`config.mk`:
```
export PLATFORM = sky130hd
export DESIGN_NAME = two_phase_seq
export DESIGN_NICKNAME = d
export VERILOG_FILES = /design/src/rtl/two_phase_pkg.sv /design/src/rtl/phase_gen.sv /design/src/rtl/two_phase_seq.sv
export SDC_FILE = /design/constraint.sdc
export NUM_CORES = 1
export LEC_CHECK = 0
export CAP_MARGIN = 5
export CELL_PAD_IN_SITES_DETAIL_PLACEMENT = 0
export CELL_PAD_IN_SITES_GLOBAL_PLACEMENT = 2
export CORE_ASPECT_RATIO = 0.6
export CORE_MARGIN = 2
export CORE_UTILIZATION = 17
export DETAILED_ROUTE_END_ITERATION = 6
export MAX_ROUTING_LAYER = met4
export PLACE_DENSITY = 0.74
export SLEW_MARGIN = 20
export SYNTH_ARGS = -nofsm -noshare
export SYNTH_HDL_FRONTEND = slang
export SYNTH_SLANG_ARGS = --single-unit
```
`constraint.sdc`:
```
create_clock -name clk -period 2.3 [get_ports clk]
set_input_delay 0.46 -clock clk [delete_from_list [all_inputs] [get_ports clk]]
set_output_delay 0.46 -clock clk [all_outputs]
set_load 0.01 [all_outputs]
```
`src/rtl/two_phase_pkg.sv`:
```
// Shared types and constants for the two-phase clock sequencer.
//   seq_state_e : top-level sequencer states
//   phase_e     : position inside one 4-tick CPU cycle (P0..P3)
//   CycleW      : width of the completed-cycle counter
package two_phase_pkg;

  localparam int unsigned CycleW = 16;

  typedef enum logic [2:0] {
    StIdle,
    StReset,
    StRun,
    StPause,
    StStep,
    StDone
  } seq_state_e;

  // P0: clk1 high, P1: gap, P2: clk2 high, P3: gap
  typedef enum logic [1:0] {
    PhP0 = 2'd0,
    PhP1 = 2'd1,
    PhP2 = 2'd2,
    PhP3 = 2'd3
  } phase_e;

endpackage

```
`src/rtl/phase_gen.sv`:
```
// Phase counter and non-overlapping clk1/clk2 decode for one CPU cycle.
// Ports:
//   clk_i          : system clock, rising edge
//   clear_i        : synchronous clear (phase P0, clocks low, inactive)
//   enable_i       : next tick belongs to an active CPU cycle
//   phase_o        : phase currently shown on clk1_o/clk2_o
//   end_of_cycle_o : high during an active P3 tick (its closing edge ends the cycle)
//   clk1_o, clk2_o : registered phase clocks
module phase_gen
  import two_phase_pkg::*;
(
  input  logic       clk_i,
  input  logic       clear_i,
  input  logic       enable_i,
  output logic [1:0] phase_o,
  output logic       end_of_cycle_o,
  output logic       clk1_o,
  output logic       clk2_o
);

  phase_e phase_q, phase_d;
  logic   active_q;
  logic   clk1_q, clk2_q;

  // A cycle entered from an inactive tick always starts at P0; otherwise advance,
  // letting P3 wrap naturally into the P0 of the following cycle.
  always_comb begin
    phase_d = PhP0;
    if (enable_i && active_q) begin
      phase_d = phase_e'(phase_q + 2'd1);
    end
  end

  always_ff @(posedge clk_i) begin
    if (clear_i) begin
      phase_q  <= PhP0;
      active_q <= 1'b0;
      clk1_q   <= 1'b0;
      clk2_q   <= 1'b0;
    end else begin
      phase_q  <= phase_d;
      active_q <= enable_i;
      clk1_q   <= enable_i && (phase_d == PhP0);
      clk2_q   <= enable_i && (phase_d == PhP2);
    end
  end

  assign phase_o        = phase_q;
  assign end_of_cycle_o = active_q && (phase_q == PhP3);
  assign clk1_o         = clk1_q;
  assign clk2_o         = clk2_q;

endmodule

```
`src/rtl/two_phase_seq.sv`:
```
// Two-phase processor clock sequencer: generates reset, free-run, pause and
// single-step sequences of non-overlapping clk1/clk2 phase clocks.
// Parameters:
//   RST_CYCLES : full cycles cpu_rst is held (1..15)
//   MAX_CYCLES : run cycles before DONE, 0 = unbounded
// Ports:
//   clk, rst (sync, active high), start/step/stop control pulses,
//   test/test2/test3 observation buses, clk1/clk2/cpu_rst processor outputs,
//   busy, done, cycle_cnt status.
// Optional feature: define TWO_PHASE_SEQ_SNAPSHOT_EN to add snap_test,
// snap_test2, snap_test3 and snap_valid, capturing the buses after every
// counted cycle.
module two_phase_seq
  import two_phase_pkg::*;
#(
  parameter int unsigned RST_CYCLES = 1,
  parameter int unsigned MAX_CYCLES = 8
) (
  input  logic              clk,
  input  logic              rst,
  input  logic              start,
  input  logic              step,
  input  logic              stop,
  input  logic [31:0]       test,
  input  logic [31:0]       test2,
  input  logic [31:0]       test3,
  output logic              clk1,
  output logic              clk2,
  output logic              cpu_rst,
  output logic              busy,
  output logic              done,
  output logic [CycleW-1:0] cycle_cnt
`ifdef TWO_PHASE_SEQ_SNAPSHOT_EN
  ,
  output logic [31:0]       snap_test,
  output logic [31:0]       snap_test2,
  output logic [31:0]       snap_test3,
  output logic              snap_valid
`endif
);

  localparam logic [CycleW-1:0] MaxCnt  = CycleW'(MAX_CYCLES);
  localparam bit                MaxEn   = (MAX_CYCLES != 0);
  localparam logic [3:0]        RstLast = 4'(RST_CYCLES - 1);

  seq_state_e        state_q, state_d;
  logic [3:0]        rst_cnt_q, rst_cnt_d;
  logic [CycleW-1:0] cnt_q, cnt_d;
  logic              stop_pend_q, stop_pend_d;
  logic              cpu_rst_q, cpu_rst_d;
  logic              busy_q, busy_d;
  logic              done_q, done_d;

  logic              enable;
  logic              eoc;
  logic              snap_take;
  logic              stop_req;
  logic [1:0]        phase;
  logic              unused_sig;

  phase_gen u_phase_gen (
    .clk_i          (clk),
    .clear_i        (rst),
    .enable_i       (enable),
    .phase_o        (phase),
    .end_of_cycle_o (eoc),
    .clk1_o         (clk1),
    .clk2_o         (clk2)
  );

  // start outranks step/stop whenever they coincide
  assign stop_req = stop_pend_q | (stop & ~start);

  always_comb begin
    state_d     = state_q;
    rst_cnt_d   = rst_cnt_q;
    cnt_d       = cnt_q;
    stop_pend_d = stop_pend_q;
    cpu_rst_d   = cpu_rst_q;
    done_d      = done_q;
    snap_take   = 1'b0;

    case (state_q)
      StIdle: begin
        if (start) begin
          state_d   = StReset;
          rst_cnt_d = '0;
          cpu_rst_d = 1'b1;
        end
      end
      StReset: begin
        if (eoc) begin
          if (rst_cnt_q == RstLast) begin
            state_d   = StRun;
            cpu_rst_d = 1'b0;
          end else begin
            rst_cnt_d = rst_cnt_q + 4'd1;
          end
        end
      end
      StRun: begin
        // A stop mid-cycle is remembered so the cycle always completes.
        stop_pend_d = stop_req;
        if (eoc) begin
          cnt_d     = cnt_q + 1'b1;
          snap_take = 1'b1;
          if (MaxEn && (cnt_d == MaxCnt)) begin
            state_d     = StDone;
            done_d      = 1'b1;
            stop_pend_d = 1'b0;
          end else if (stop_req) begin
            state_d     = StPause;
            stop_pend_d = 1'b0;
          end
        end
      end
      StPause: begin
        if (start) begin
          state_d = StRun;
        end else if (step) begin
          state_d = StStep;
        end
      end
      StStep: begin
        if (eoc) begin
          cnt_d     = cnt_q + 1'b1;
          snap_take = 1'b1;
          if (MaxEn && (cnt_d == MaxCnt)) begin
            state_d = StDone;
            done_d  = 1'b1;
          end else begin
            state_d = StPause;
          end
        end
      end
      StDone: begin
        if (start) begin
          state_d   = StReset;
          rst_cnt_d = '0;
          cnt_d     = '0;
          cpu_rst_d = 1'b1;
          done_d    = 1'b0;
        end
      end
      default: begin
        state_d = StIdle;
      end
    endcase

    // Phase clocks run in the tick after the edge whenever the next state is active.
    enable = (state_d == StReset) || (state_d == StRun) || (state_d == StStep);
    busy_d = enable;
  end

  always_ff @(posedge clk) begin
    if (rst) begin
      state_q     <= StIdle;
      rst_cnt_q   <= '0;
      cnt_q       <= '0;
      stop_pend_q <= 1'b0;
      cpu_rst_q   <= 1'b0;
      busy_q      <= 1'b0;
      done_q      <= 1'b0;
    end else begin
      state_q     <= state_d;
      rst_cnt_q   <= rst_cnt_d;
      cnt_q       <= cnt_d;
      stop_pend_q <= stop_pend_d;
      cpu_rst_q   <= cpu_rst_d;
      busy_q      <= busy_d;
      done_q      <= done_d;
    end
  end

  assign cpu_rst   = cpu_rst_q;
  assign busy      = busy_q;
  assign done      = done_q;
  assign cycle_cnt = cnt_q;

`ifdef TWO_PHASE_SEQ_SNAPSHOT_EN
  logic [31:0] snap_test_q, snap_test2_q, snap_test3_q;
  logic        snap_valid_q;

  always_ff @(posedge clk) begin
    if (rst) begin
      snap_test_q  <= '0;
      snap_test2_q <= '0;
      snap_test3_q <= '0;
      snap_valid_q <= 1'b0;
    end else begin
      snap_valid_q <= snap_take;
      if (snap_take) begin
        snap_test_q  <= test;
        snap_test2_q <= test2;
        snap_test3_q <= test3;
      end
    end
  end

  assign snap_test  = snap_test_q;
  assign snap_test2 = snap_test2_q;
  assign snap_test3 = snap_test3_q;
  assign snap_valid = snap_valid_q;
  assign unused_sig = ^phase;
`else
  assign unused_sig = ^{phase, snap_take, test, test2, test3};
`endif

endmodule

```
# Word-level counts from Yosys, hierarchy flattened
# Index checks and enable logic that the tools add are counted.
[totals]
reg_bits = 31
input_bits = 101
out_inout_bits = 21
elab_cells = 79
[op_classes]
addsub = 3
n_eq_ne = 18
muxes = 28
n_bitwise = 3
reduce_logical = 17
[ops]
columns = ["cell", "count"]
rows = [
  ["16-bit two-way mux", 2],
  ["16-bit case mux with 2 select lines", 1],
  ["3-bit two-way mux", 10],
  ["16-bit by 1-bit adder with 16-bit output, second input constant", 1],
  ["16-bit by 4-bit equality test with 1-bit output, second input constant", 1],
  ["3-bit case mux with 5 select lines", 1],
  ["4-bit two-way mux", 3],
  ["4-bit AND reduction", 3],
  ["3-bit by 2-bit equality test with 1-bit output, second input constant", 3],
  ["3-bit equality test, second input constant", 3],
  ["2-bit != test, second input constant", 4],
  ["4-bit case mux with 2 select lines", 1],
  ["1-bit two-way mux", 7],
  ["3-bit by 1-bit equality test with 1-bit output, second input constant", 2],
  ["2-bit by 1-bit != test with 1-bit output, second input constant", 3],
  ["4-bit by 1-bit adder with 4-bit output, second input constant", 1],
  ["2-bit equality test, second input constant", 2],
  ["1-bit logical AND", 4],
  ["4-bit zero test", 1],
  ["1-bit case mux with 2 select lines", 2],
  ["2-bit nonzero test", 2],
  ["2-bit OR reduction", 2],
  ["3-bit zero test", 1],
  ["3-bit AND reduction", 1],
  ["other kinds (7)", 8],
]

# Longest topological paths before layout
[logic_depth]
word_depth = 14
ltp_mapped = 10
mapped_depth_nobuf = 10

# Cells and area by module
# From an unflattened synthesis, not the netlist that was laid out.
[hier_totals]
cells_unflattened = 237
area_unflattened_um2 = 1911.8
[by_module_without_submodules]
columns = ["mod", "instances", "cells_per_inst", "area_per_inst_um2", "seq_area_each_um2"]
rows = [
  ["two_phase_seq", 1, 224, 1741.7, 540.5],
  ["phase_gen", 1, 13, 170.2, 100.1],
]

# Worst setup path before layout
# OpenSTA, ideal clock, no wires.
[synth_path]
kind = "flip-flop to flip-flop"
startpoint = "register cnt_q[0] (netlist: cycle_cnt[0])"
endpoint = "register u_phase_gen.clk1_q (netlist: u_phase_gen.clk1_o)"
setup_time_ns = 0.086
t_arrival_ns = 2.370
t_required_ns = 2.214
slack_ns = -0.157
stages_incl_launch_ff = 10
n_path_buf = 0
period_less_slack_ns = 2.457
path_cell_list = "dfxtp_1 > ha_1 > and3_1 > and3_4 > or4_4 > a211oi_2 > nand3_2 > a21oi_4 > o2111ai_4 > a221oi_2"
[synth_between]
elab_chain_len = 12
elab_cells_between_ends = 16
classes_between = "1 x add/sub; 4 x eq/ne; 6 x mux; 5 x reduce/logical"
[synth_lines]
columns = ["item", "line_no", "source"]
rows = [
  ["start, declared", "two_phase_seq.sv:48", "logic [CycleW-1:0] cnt_q, cnt_d;"],
  ["start signal, assigned", "two_phase_seq.sv:167", "cnt_q <= cnt_d;"],
  ["16-bit by 1-bit adder with 16-bit output (*)", "two_phase_seq.sv:105, two_phase_seq.sv:126", ""],
  ["16-bit by 4-bit equality test with 1-bit output (*)", "two_phase_seq.sv:107, two_phase_seq.sv:128", ""],
  ["3-bit two-way mux, on equally long branches", "two_phase_seq.sv:107, two_phase_seq.sv:128", ""],
  ["3-bit two-way mux, on equally long branches", "two_phase_seq.sv:104, two_phase_seq.sv:125", ""],
  ["3-bit case mux with 5 select lines (*)", "two_phase_seq.sv:83", "case (state_q)"],
  ["3-bit by 1-bit equality test with 1-bit output / 3-bit by 2-bit equality test with 1-bit output (equally long branches)", "two_phase_seq.sv:151", "enable = (state_d == StReset) || (state_d == StRun) || (state_d == StStep);"],
  ["1-bit logical OR", "two_phase_seq.sv:151", ""],
  ["1-bit logical OR (*)", "two_phase_seq.sv:151", ""],
  ["1-bit logical AND", "phase_gen.sv:29", "if (enable_i && active_q) begin"],
  ["2-bit two-way mux", "phase_gen.sv:29", ""],
  ["2-bit zero test", "phase_gen.sv:43", "clk1_q <= enable_i && (phase_d == PhP0);"],
  ["1-bit logical AND (*)", "phase_gen.sv:43", ""],
  ["end signal, assigned", "phase_gen.sv:43", ""],
  ["end, declared", "phase_gen.sv:23", "logic clk1_q, clk2_q;"],
]
# Mark *: on every way between the ends. The rest lies on a longest branch, timed or not.
# A chain may end at the register's enable or synchronous reset.

# Worst setup path after layout
# Ends and elaborated chain as after synthesis.

==> impl_metrics.json <==
{
  "grt_pass1_wl_um": 10160,
  "drtIter0Drc": 85,
  "power_density_nw_per_um2": 469.7,
  "syn_area_per_cell_um2": 8.112,
  "p_switching_mw": 0.3210,
  "swShare_pct": 23.22,
  "rsz0062_at_grt": "yes",
  "viasPerCell": 4.424,
  "power_frac_clock_pct": 52.3,
  "die_h_um": 87.24,
  "cts_tree": "built",
  "relSlewSlack_pct": 39.29,
  "ant_nets": 0,
  "antenna_found_initial": 0,
  "hold_start": "stop_pend_q",
  "io_pins": 122,
  "yosysSeqAreaShare_pct": 31.61,
  "skew_ns": 0.004319,
  "grt_usage_pct": 10.96,
  "multi_input_area_um2": 1294,
  "num_antenna_cells": 0,
  "ys_warn_count": 0,
  "cts.clk_slew.worst_paths_ns": 0.05,
  "routed_wirelength_um": 6147,
  "die-area_um2": 12450,
  "endpoint_kind": "flop",
  "clock_sinks": 31,
  "nNetsFinal": 418,
  "holdCritPathClass": "flop to flop",
  "ir_worst_vdd_mv": 0.2005,
  "insertion_delay_ns": 0.28,
  "fin_crit_ns": 2.420,
  "synth_enable_flop_cells": 0,
  "cts_buffer_depth": 2,
  "grt_remaining_overflow": 0,
  "grt_pass1_vias": 1887,
  "critical_path_class": "flop to flop",
  "drt_first_pass_iters": 4,
  "finalMaxSlewViolations": 0,
  "start_util_pct": 17.43,
  "startpoint": "cycle_cnt[0]",
  "fmax_ghz": 0.4131,
  "core.rowCount": 30,
  "totalPowerFinal_mw": 1.382,
  "grt_max_degree": 29,
  "ys_ff_latch": 31,
  "n_fill_cell": 1225,
  "intPower_mw": 1.061,
  "die_w_um": 142.7,
  "combPwrFrac_pct": 7.7,
  "place_ws_ns": -0.2480,
  "cp.required_ns": 2.50,
  "failed_checks": "setup timing",
  "seqCellArea_um2": 625.6,
  "r2r-start": "cycle_cnt[0]",
  "async_flop_share_pct": 0,
  "synthCells": 242,
  "route.detailed.drc": 0,
  "syn_area_um2": 1963,
  "cp.arrival_ns": 2.62,
  "syn_nets": 347,
  "cap_violations": 0,
  "tns_ns": -0.2882,
  "drive_gt1_share_pct": 30.57,
  "dr_total_vias": 2026,
  "ys_types": 63,
  "cp_max_fo": 5,
  "h-tree-depth": 2,
  "start_kind": "flop",
  "seqPwrFrac_pct": 40.0,
  "worstMarginPinSlew_ns": 0.9106,
  "cts_made_buffers": 5,
  "place_congestion": 0.7987,
  "hold_violations": 0,
  "cts_hold_buf": 0,
  "cellLeakagePower_nw": 1.068,
  "core_um2": 11260,
  "cts_root_buf": "clkbuf_16",
  "hpwl_um": 4461,
  "finalCritPeriodShare_pct": 105.2,
  "setup_violations": 5,
  "outcome": "finished with violations",
  "synth_ff_type": "dfxtp_1",
  "area_growth_pct": 49.90,
  "wire_per_inst_um": 13.42,
  "portBuffers": 25,
  "layout_setup_ws_ns": -0.1205
}
-- cell usage in the layout (no fill, tap or decap), types with 3 or more instances in the layout --
master,Yosys,layout
and3_4,3,4
clkbuf_16,0,5
dfxtp_1,31,29
ha_1,4,3
nand4_1,3,3
and2_1,3,3
xnor2_1,3,3
nor2_1,45,44
nor3_1,8,7
a22oi_1,4,4
nand3_1,4,4
nand2_1,19,19
clkdlybuf4s50_1,0,25
o21ai_0,13,13
a311oi_1,6,6
buf_4,0,50
a21oi_1,22,22
-- critical path, cell delays in order, from the launching register on --
cell       delay (ns)
dfxtp_4          0.35
ha_4             0.15
and3_4           0.17
and3_4           0.17
or4_4            0.43
a211oi_4         0.23
and3_4           0.25
a211o_4          0.14
o2111ai_4        0.16
a221oi_2         0.27
-- final timing paths --
check / endpoint / slack, ns / cells after the start
hold / removal: stop_pend_q / 0.52 / 2
hold reg to reg: stop_pend_q / 0.52 / 2
setup / recovery: u_phase_gen.clk1_o / -0.12 / 9
setup reg to reg: u_phase_gen.clk1_o / -0.12 / 9
-- synth_stat cells (all sizes together) (2+ instances only) --
cell    instances  share of area [%]
nor2           46                8.9
dfxtp          31                 32
a21oi          24                6.9
nand2          20                4.0
o21ai          14                3.8
nor3            9                2.5
buf             7                4.0
clkbuf          7                1.8
a311oi          6                2.7
and3            6                2.7
nand3           6                2.0
a22oi           4                1.5
ha              4                2.5
inv             4               0.77
a211o           3                1.4
a211oi          3                1.7
and2            3               0.96
nand4           3               0.96
xnor2           3                1.3
a31oi           2               0.64
and4            2               0.96
nand4b          2               0.89
nor2b           2               0.64
o31a            2               0.89
o31ai           2               0.76
or2b            2               0.83
or3             2               0.64
xor2            2               0.89
-- stage by stage --
stage / cells / instance area, µm² / util, % / hold slack (ns)
2_1_floorplan: 242 / 1986 / - / 0.4676
3_3_place_gp: 446 / 2681 / 23.81 / 0.4898
3_5_place_dp: 446 / 2681 / 23.81 / 0.5072
4_1_cts: 456 / 2917 / 25.90 / 0.5238
5_1_grt: 458 / 2943 / 26.13 / 0.5544
6_report: 458 / 2943 / 26.13 / 0.5169
-- power by group through the flow --
stage          Clock [mW]  Combinational [mW]  Sequential [mW]
2_1_floorplan           0              0.0532            0.564
3_3_place_gp            0              0.0992            0.564
3_5_place_dp            0               0.100            0.564
4_1_cts             0.745               0.106            0.553
5_1_grt             0.770               0.116            0.555
6_report            0.723               0.106            0.553
-- sequential cells by signal, indices dropped and copies added (netlist names) --
register	count
u_phase_gen.clk2_o	1
done	1
state_q	3
cycle_cnt	16
u_phase_gen.clk1_o	1
stop_pend_q	1
u_phase_gen.phase_o	2
cpu_rst	1
u_phase_gen.active_q	1
rst_cnt_q	4
-- final cells by class --
| type | count | area share (%) |
|---|---|---|
| Timing Repair Buffer | 78 | 22.70 |
| Clock buffer | 7 | 5.187 |
| Inverter | 4 | 0.5102 |
| Clock inverter | 1 | 0.2551 |
| Tap cell | 144 | 6.122 |
| Sequential cell | 31 | 21.26 |
| Multi-Input combinational cell | 193 | 43.96 |
-- metal layers --
metal / share of wire (%) / vias to the layer above / GRT usage, % / wire (µm)
li1: - / 1030 / - / -
met1: 56 / 934 / 16.76 / 3435
met2: 37 / 54 / 13.37 / 2270
met3: 5.7 / 8 / 2.529 / 350
met4: 1.5 / 0 / 4.050 / 91
met5: 0 / - / - / 0
-- kinds of logic (layout without fill, tap and decap cells) --
group | count (synthesis) | count (layout) | share of synthesized area, %
AND/OR/NAND/NOR | 111 | 111 | 29.57
buffers and inverters | 18 | 90 | 6.629
XOR/XNOR | 5 | 5 | 2.231
multiplexers | 1 | 1 | 0.5099
adder cells (fa/ha/maj) | 4 | 4 | 2.549
flip-flops | 31 | 31 | 31.61
AO/OA/AOI/OAI | 72 | 72 | 26.90
-- timing repair --
action                     in CTS  in global routing
gates resized for setup        12                  2
setup buffers                   2                  2
pin swaps                       6                  5
setup endpoints to repair       6                  6
Power figures use the tool's default switching activity.
